### config.mk
export PLATFORM = sky130hd
export DESIGN_NAME = buff_scanout_ctrl
export DESIGN_NICKNAME = d
export VERILOG_FILES = /design/src/rtl/display_pkg.sv /design/src/rtl/disp_timing_gen.sv /design/src/rtl/buff_scanout_ctrl.sv
export SDC_FILE = /design/constraint.sdc
export NUM_CORES = 1
export LEC_CHECK = 0
export ABC_AREA = 0
export ABC_CLOCK_PERIOD_IN_PS = 3550
export CAP_MARGIN = 30
export CORE_MARGIN = 4
export CORE_UTILIZATION = 46
export CTS_CLUSTER_SIZE = 28
export DETAILED_ROUTE_END_ITERATION = 10
export GPL_ROUTABILITY_DRIVEN = 0
export GPL_TIMING_DRIVEN = 0
export PLACE_DENSITY = 0.8
export SYNTH_ARGS = -nofsm -noshare
export SYNTH_HDL_FRONTEND = slang
export SYNTH_HIERARCHICAL = 1
export SYNTH_SLANG_ARGS = --single-unit
export TNS_END_PERCENT = 50
### constraint.sdc
create_clock -name clk -period 3.55 [get_ports clk]
set_input_delay 0.8875 -clock clk [delete_from_list [all_inputs] [get_ports clk]]
set_output_delay 0.8875 -clock clk [all_outputs]
set_load 0.02 [all_outputs]
### src/rtl/display_pkg.sv
// Shared display scan-out definitions: timing defaults, FSM encoding, pixel payload.
package display_pkg;

  localparam int unsigned PIX_W = 8;
  localparam int unsigned RGB_W = 3 * PIX_W;

  localparam int unsigned H_ACTIVE_DEF = 100;
  localparam int unsigned H_FP_DEF     = 4;
  localparam int unsigned H_SYNC_DEF   = 8;
  localparam int unsigned H_BP_DEF     = 4;
  localparam int unsigned V_ACTIVE_DEF = 100;
  localparam int unsigned V_FP_DEF     = 2;
  localparam int unsigned V_SYNC_DEF   = 2;
  localparam int unsigned V_BP_DEF     = 2;
  localparam int unsigned ADDR_W_DEF   = 20;

  typedef enum logic [0:0] {
    ST_IDLE = 1'b0,
    ST_RUN  = 1'b1
  } scan_state_t;

  typedef struct packed {
    logic [PIX_W-1:0] r;
    logic [PIX_W-1:0] g;
    logic [PIX_W-1:0] b;
  } rgb_t;

  // Counter width able to hold the value 'total' itself (so end-of-range compares never truncate).
  function automatic int unsigned cnt_width(input int unsigned total);
    return (total > 1) ? $clog2(total + 1) : 1;
  endfunction

endpackage

### src/rtl/disp_timing_gen.sv
// Raster position counters and the region flags decoded from them.
module disp_timing_gen
  import display_pkg::*;
#(
  parameter int unsigned H_ACTIVE = H_ACTIVE_DEF,
  parameter int unsigned H_FP     = H_FP_DEF,
  parameter int unsigned H_SYNC   = H_SYNC_DEF,
  parameter int unsigned H_BP     = H_BP_DEF,
  parameter int unsigned V_ACTIVE = V_ACTIVE_DEF,
  parameter int unsigned V_FP     = V_FP_DEF,
  parameter int unsigned V_SYNC   = V_SYNC_DEF,
  parameter int unsigned V_BP     = V_BP_DEF
) (
  input  logic clk,
  input  logic reset,
  input  logic advance,
  output logic active_c,
  output logic hsync_c,
  output logic vsync_c,
  output logic frame_last_c
);

  localparam int unsigned H_TOTAL = H_ACTIVE + H_FP + H_SYNC + H_BP;
  localparam int unsigned V_TOTAL = V_ACTIVE + V_FP + V_SYNC + V_BP;
  localparam int unsigned H_W     = cnt_width(H_TOTAL);
  localparam int unsigned V_W     = cnt_width(V_TOTAL);

  logic [H_W-1:0] h_cnt;
  logic [V_W-1:0] v_cnt;
  logic           h_last_c;
  logic           v_last_c;

  assign h_last_c = (h_cnt == H_W'(H_TOTAL - 1));
  assign v_last_c = (v_cnt == V_W'(V_TOTAL - 1));

  // Position counters; they only move while the scan is consuming positions.
  always_ff @(posedge clk) begin
    if (reset) begin
      h_cnt <= '0;
      v_cnt <= '0;
    end else if (advance) begin
      if (h_last_c) begin
        h_cnt <= '0;
        v_cnt <= v_last_c ? '0 : v_cnt + V_W'(1);
      end else begin
        h_cnt <= h_cnt + H_W'(1);
      end
    end
  end

  assign active_c     = (h_cnt < H_W'(H_ACTIVE)) && (v_cnt < V_W'(V_ACTIVE));
  assign hsync_c      = (h_cnt >= H_W'(H_ACTIVE + H_FP)) &&
                        (h_cnt <  H_W'(H_ACTIVE + H_FP + H_SYNC));
  assign vsync_c      = (v_cnt >= V_W'(V_ACTIVE + V_FP)) &&
                        (v_cnt <  V_W'(V_ACTIVE + V_FP + V_SYNC));
  assign frame_last_c = h_last_c && v_last_c;

endmodule

### src/rtl/buff_scanout_ctrl.sv
// Read side of the ping-pong pixel buffers: raster timing, buffer reads, swap control, RGB realign.
module buff_scanout_ctrl
  import display_pkg::*;
#(
  parameter int unsigned H_ACTIVE = H_ACTIVE_DEF,
  parameter int unsigned H_FP     = H_FP_DEF,
  parameter int unsigned H_SYNC   = H_SYNC_DEF,
  parameter int unsigned H_BP     = H_BP_DEF,
  parameter int unsigned V_ACTIVE = V_ACTIVE_DEF,
  parameter int unsigned V_FP     = V_FP_DEF,
  parameter int unsigned V_SYNC   = V_SYNC_DEF,
  parameter int unsigned V_BP     = V_BP_DEF,
  parameter int unsigned ADDR_W   = ADDR_W_DEF
) (
  input  logic              clk,
  input  logic              reset,
  input  logic              enable,
  input  logic              swap_req,
  output logic              swap_ack,
  output logic              rd_sel,
  output logic              re0,
  output logic              re1,
  output logic [ADDR_W-1:0] rd_addr,
  input  logic [PIX_W-1:0]  r0,
  input  logic [PIX_W-1:0]  g0,
  input  logic [PIX_W-1:0]  b0,
  input  logic [PIX_W-1:0]  r1,
  input  logic [PIX_W-1:0]  g1,
  input  logic [PIX_W-1:0]  b1,
  output logic [PIX_W-1:0]  pix_r,
  output logic [PIX_W-1:0]  pix_g,
  output logic [PIX_W-1:0]  pix_b,
  output logic              hsync,
  output logic              vsync,
  output logic              de,
  output logic              frame_done
);

  scan_state_t       state;
  scan_state_t       state_nxt;
  logic              advance_c;
  logic              read_c;
  logic              active_c;
  logic              hsync_c;
  logic              vsync_c;
  logic              frame_last_c;

  logic [ADDR_W-1:0] pix_idx;
  logic [ADDR_W-1:0] pix_idx_nxt;
  logic [ADDR_W-1:0] rd_addr_nxt;
  logic              re0_nxt;
  logic              re1_nxt;
  logic              rd_sel_nxt;
  logic              swap_ack_nxt;
  logic              frame_done_nxt;
  logic              de_a_nxt;
  logic              hs_a_nxt;
  logic              vs_a_nxt;

  // Read-issue stage flags and the selected buffer, waiting one clock for the data.
  logic              de_a;
  logic              hs_a;
  logic              vs_a;
  logic              rd_sel_d;

  rgb_t              rgb0_c;
  rgb_t              rgb1_c;
  rgb_t              pix_c;

  disp_timing_gen #(
    .H_ACTIVE (H_ACTIVE),
    .H_FP     (H_FP),
    .H_SYNC   (H_SYNC),
    .H_BP     (H_BP),
    .V_ACTIVE (V_ACTIVE),
    .V_FP     (V_FP),
    .V_SYNC   (V_SYNC),
    .V_BP     (V_BP)
  ) u_timing (
    .clk          (clk),
    .reset        (reset),
    .advance      (advance_c),
    .active_c     (active_c),
    .hsync_c      (hsync_c),
    .vsync_c      (vsync_c),
    .frame_last_c (frame_last_c)
  );

  // FSM state register.
  always_ff @(posedge clk) begin
    if (reset) state <= ST_IDLE;
    else       state <= state_nxt;
  end

  // Next state plus next values of every registered output of the read-issue stage.
  always_comb begin
    state_nxt      = state;
    advance_c      = 1'b0;
    read_c         = 1'b0;
    pix_idx_nxt    = pix_idx;
    rd_addr_nxt    = rd_addr;
    re0_nxt        = 1'b0;
    re1_nxt        = 1'b0;
    rd_sel_nxt     = rd_sel;
    swap_ack_nxt   = 1'b0;
    frame_done_nxt = 1'b0;
    de_a_nxt       = 1'b0;
    hs_a_nxt       = 1'b0;
    vs_a_nxt       = 1'b0;

    // An enabled IDLE already consumes position 0 so the first read issues without a bubble.
    case (state)
      ST_IDLE: begin
        if (enable) begin
          advance_c = 1'b1;
          state_nxt = ST_RUN;
        end
      end
      ST_RUN: begin
        advance_c = 1'b1;
        if (frame_last_c && !enable) state_nxt = ST_IDLE;
      end
      default: state_nxt = ST_IDLE;
    endcase

    if (advance_c) begin
      read_c   = active_c;
      de_a_nxt = active_c;
      hs_a_nxt = hsync_c;
      vs_a_nxt = vsync_c;
      re0_nxt  = read_c && !rd_sel;
      re1_nxt  = read_c &&  rd_sel;
      if (read_c) begin
        rd_addr_nxt = pix_idx;
        pix_idx_nxt = pix_idx + ADDR_W'(1);
      end
      // Frame end is always blanking, so the toggle never lands under an active read.
      if (frame_last_c) begin
        pix_idx_nxt    = '0;
        frame_done_nxt = 1'b1;
        swap_ack_nxt   = swap_req;
        rd_sel_nxt     = rd_sel ^ swap_req;
      end
    end else begin
      rd_addr_nxt = '0;
    end
  end

  // Read-issue stage registers.
  always_ff @(posedge clk) begin
    if (reset) begin
      pix_idx    <= '0;
      rd_addr    <= '0;
      re0        <= 1'b0;
      re1        <= 1'b0;
      rd_sel     <= 1'b0;
      swap_ack   <= 1'b0;
      frame_done <= 1'b0;
      de_a       <= 1'b0;
      hs_a       <= 1'b0;
      vs_a       <= 1'b0;
    end else begin
      pix_idx    <= pix_idx_nxt;
      rd_addr    <= rd_addr_nxt;
      re0        <= re0_nxt;
      re1        <= re1_nxt;
      rd_sel     <= rd_sel_nxt;
      swap_ack   <= swap_ack_nxt;
      frame_done <= frame_done_nxt;
      de_a       <= de_a_nxt;
      hs_a       <= hs_a_nxt;
      vs_a       <= vs_a_nxt;
    end
  end

  // Alignment stage: timing and source select follow the buffer's one-clock read latency.
  always_ff @(posedge clk) begin
    if (reset) begin
      de       <= 1'b0;
      hsync    <= 1'b0;
      vsync    <= 1'b0;
      rd_sel_d <= 1'b0;
    end else begin
      de       <= de_a;
      hsync    <= hs_a;
      vsync    <= vs_a;
      rd_sel_d <= rd_sel;
    end
  end

  assign rgb0_c = '{r: r0, g: g0, b: b0};
  assign rgb1_c = '{r: r1, g: g1, b: b1};

  // Returned data is already registered in the buffer, so the mux adds no further latency.
  always_comb begin
    pix_c = '0;
    if (de) pix_c = rd_sel_d ? rgb1_c : rgb0_c;
  end

  assign pix_r = pix_c.r;
  assign pix_g = pix_c.g;
  assign pix_b = pix_c.b;

endmodule
==> flow_results.org <==
** Status
- Status :: complete, no violations

** Drt
- In the final routed layout, each cell accounts on average for 14.74 um.
- Routed met1 length :: 3.706 mm
- Met3 Routed Length :: 489 um
- The routed design has 8.065 mm of wire.
- Routed signal wires occupy layers up through met4.
- Number of DRC violations after detailed routing :: 0
- Detailed routing inserted a total of 2,908 vias.
- Using the TritonRoute via totals, the vias-per-cell ratio works out to 5.316.
- The detail route stage leaves a number of antenna-violating nets equal to 0.
- In the detailed route, the total length drawn on met2 is 3.719 mm.
- Number of iterations in the first detailed-routing pass :: 4
- Initial detailed-routing violation count :: 58

** Synth
- Counting every net in the synthesized netlist gives 407.
- Counting flops with an async set or reset pin after synthesis yields a share of 0%.
- The synthesized design contains 0 enable-type register cells.
- Summing every instance area after synthesis gives 0.003169 sq mm.
- Yosys printed 6 warnings.
- Avg Synthesized Cell Area :: 9.029 sq um
- Sequential cells were found to cover 42.32% of the synthesized design area.
- Number of cells produced by synthesis :: 351
- Synth Flop Type :: dfxtp_1
- In this run, synthesis produced a sequential element count of 67.
- Number of library cell types mapped by synthesis :: 42

** Critical path
- Required time at the endpoint of the critical path :: 2660 ps
- The most critical setup path has its endpoint at pix_r[6].
- Capture point of the worst reg-to-reg path :: pix_idx[16]
- STA classifies the critical path endpoint as an output port.
- Tracing the worst setup path back leads to its startpoint at rd_sel_d.
- The worst setup path is launched from a register.
- The startpoint identified for the worst register-to-register timing path is u_timing/v_cnt[3].
- For the worst flop-to-flop path, the logic depth is 9.
- In this run the worst path has a maximum fanout of 10.
- The worst setup path is of the register to output port kind.
- Setup slack of the worst register-to-register path :: 400 ps
- At the worst endpoint, the arrival time is 2480 ps.

** Global route
- Global-route wire length before repair :: 13.46 mm
- Pin count of the biggest net entering global routing :: 13
- Overflow left after global routing :: 0
- The number of antenna violations at the first check in global routing is 0.
- Vias in the first global route :: 2,841
- Total track usage :: 19.51%

** Clock tree
- In this run, post-CTS repair resized a total of 0 instances.
- Clock buffer count from CTS :: 9
- Clock-pin slew reported for the worst setup and hold paths after clock tree synthesis :: 70 ps
- The number of hold buffers added after CTS was 0.
- Number of buffers on the longest clock path :: 2
- CTS placed an instance of clkbuf_8 at the clock tree root.
- Number of sinks driven by the clock tree :: 67
- Level count of the clock H-tree :: 3
- Buffers added to address setup during post-CTS repair amount to 0.
- TritonCTS built the clock tree.
- Clk_lat worst skew :: 340 ps

** Floorplan
- Site row count :: 29
- Die Area :: 0.008282 sq mm
- Overall die height :: 91.01 um
- Placeable core region :: 0.006531 sq mm
- Die width :: 91.01 um
- Once the floorplan was initialized, standard cells occupied 48.52% of the core.
- In this run the count of I/O pins placed on the die edge is 104.

** Min path
- The worst hold path belongs to the class register to register.
- Worst hold path cell count :: 1

** Timing
- Setup total negative slack on the finished layout was measured at 0 ps.
- Layout Skew :: 10.83 ps
- Post-route fraction of the period consumed by the critical path :: 94.75%
- Number of max-slew violations in the final report :: 0
- The hold violation total from the final report came to 0.
- For the finished layout, the period the worst path requires is 3363 ps.
- Setup repair after global routing left no endpoint under its margin.
- Peak clock frequency supported by timing :: 297.3 MHz
- Tightest Pin Transition :: 743.2 ps
- Final count of negative-setup-slack endpoints :: 0
- Slew HR :: 50.45%

** Layout
- Final instance area :: 0.004547 sq mm
- Post-route insts no fill :: 547
- The library cell used most frequently in the layout, excluding fill and tap cells, is clkdlybuf4s50_1.
- Share of post-route cells with drive strength above 1 :: 5.745%
- Antenna Cells :: 0
- Post-layout nets :: 521
- The library cells used most frequently in the layout, excluding fill and tap cells, are clkdlybuf4s50_1 (103), dfxtp_1 (67), mux2i_1 (45).
- Area growth from synthesis to layout :: 43.47%

** Power and ir drop
- For this design the ratio of total power to cell area is 378.2 mW/mm^2.
- Peak ir drop on the vdd network :: 339.2 uV
- Total leakage power :: 1.695 nW
- Overall power consumption after layout is estimated at 1.719 mW.

** Placement
- Including well taps, the total number of placed cells is 531.
- Port Buffer Count :: 103
- Instance area at placement :: 0.004297 sq mm
- Detailed placement finished with a half-perimeter wire length of 6.063 mm.

** Flow run
- Number of violations of the max-capacitance limit :: 0
==> critical path, stage by stage, from the launching register on <==
cell and delay (ps):
dfxtp_1 310, clkbuf_1 300, buf_1 590, mux2i_1 190, nor2b_1 140, clkdlybuf4s50_1 620
==> power breakdown <==
part           total, mW  switching [mW]  internal, mW
clock              0.782           0.296         0.486
combinational      0.164          0.0684        0.0959
sequential         0.773          0.0117         0.762
==> cell usage after synthesis (3+ instances only) <==
library cell  instances  share of area, %
xnor2_1               7               1.9
a21oi_1              15               2.4
or3_1                 8               1.6
nor4_1                3              0.59
nor3_1                4              0.63
xor2_1                8               2.2
and2_1                7               1.4
nor2_1               40               4.7
o21ai_0               6              0.95
o31ai_1               5               1.2
nor2b_1              31               6.1
or2_2                 4              0.79
nand3_1              14               2.2
ha_1                  4               1.6
clkbuf_1             12               1.4
and3_1                3              0.59
dfxtp_1              67                42
nand4_1               7               1.4
mux2i_1              45                14
inv_1                 6              0.71
nand3b_1              3              0.71
nand2_1              20               2.4
or4_1                 7               1.7
==> worst min-delay path by stage <==
stage,from,to
final,hs_a,hsync
after global routing,de_a,de
after global placement,de_a,de
after detailed placement,hs_a,hsync
after floorplan,de_a,de
after CTS,hs_a,hsync
==> layer usage <==
metal  vias up  GRT usage, %
met2        99         32.74
met5         -             0
met3        11         4.793
li1       1450             -
met4         0         7.538
met1      1348         24.14
==> per-stage QoR <==
step	utilization, %	worst slack (ps)	hold WS [ps]
2_1_floorplan	-	816.2	413.8
3_3_place_gp	65.79	475.8	420.4
3_5_place_dp	65.79	432.5	429.6
4_1_cts	69.62	139.2	445.6
5_1_grt	69.62	3.501	471.8
6_report	69.62	186.5	439.7
==> registers in the layout, indices dropped and copies added (netlist names), 7 cells and up <==
signal	count
pix_idx	20
u_timing/h_cnt	7
rd_addr	20
u_timing/v_cnt	7
==> area by class of cell <==
cell class | instances | area (sq um)
plain buffers | 17 | 70.07
clock buffers | 10 | 137.6
clock inverters | 6 | 112.6
fillers | 539 | 1984
inverters | 6 | 22.52
multi-input cells | 261 | 1735
flip-flops and latches | 67 | 1341
well taps | 77 | 96.34
repair buffers | 103 | 1031
==> logic make-up after synthesis <==
logic type	share of synthesized area [%]
AO/OA/AOI/OAI	6.712
flip-flops	42.32
adder cells (fa/ha/maj)	1.579
XOR/XNOR	4.145
AND/OR/NAND/NOR	28.11
buffers and inverters	2.921
multiplexers	14.21
Power figures use the tool's default switching activity.
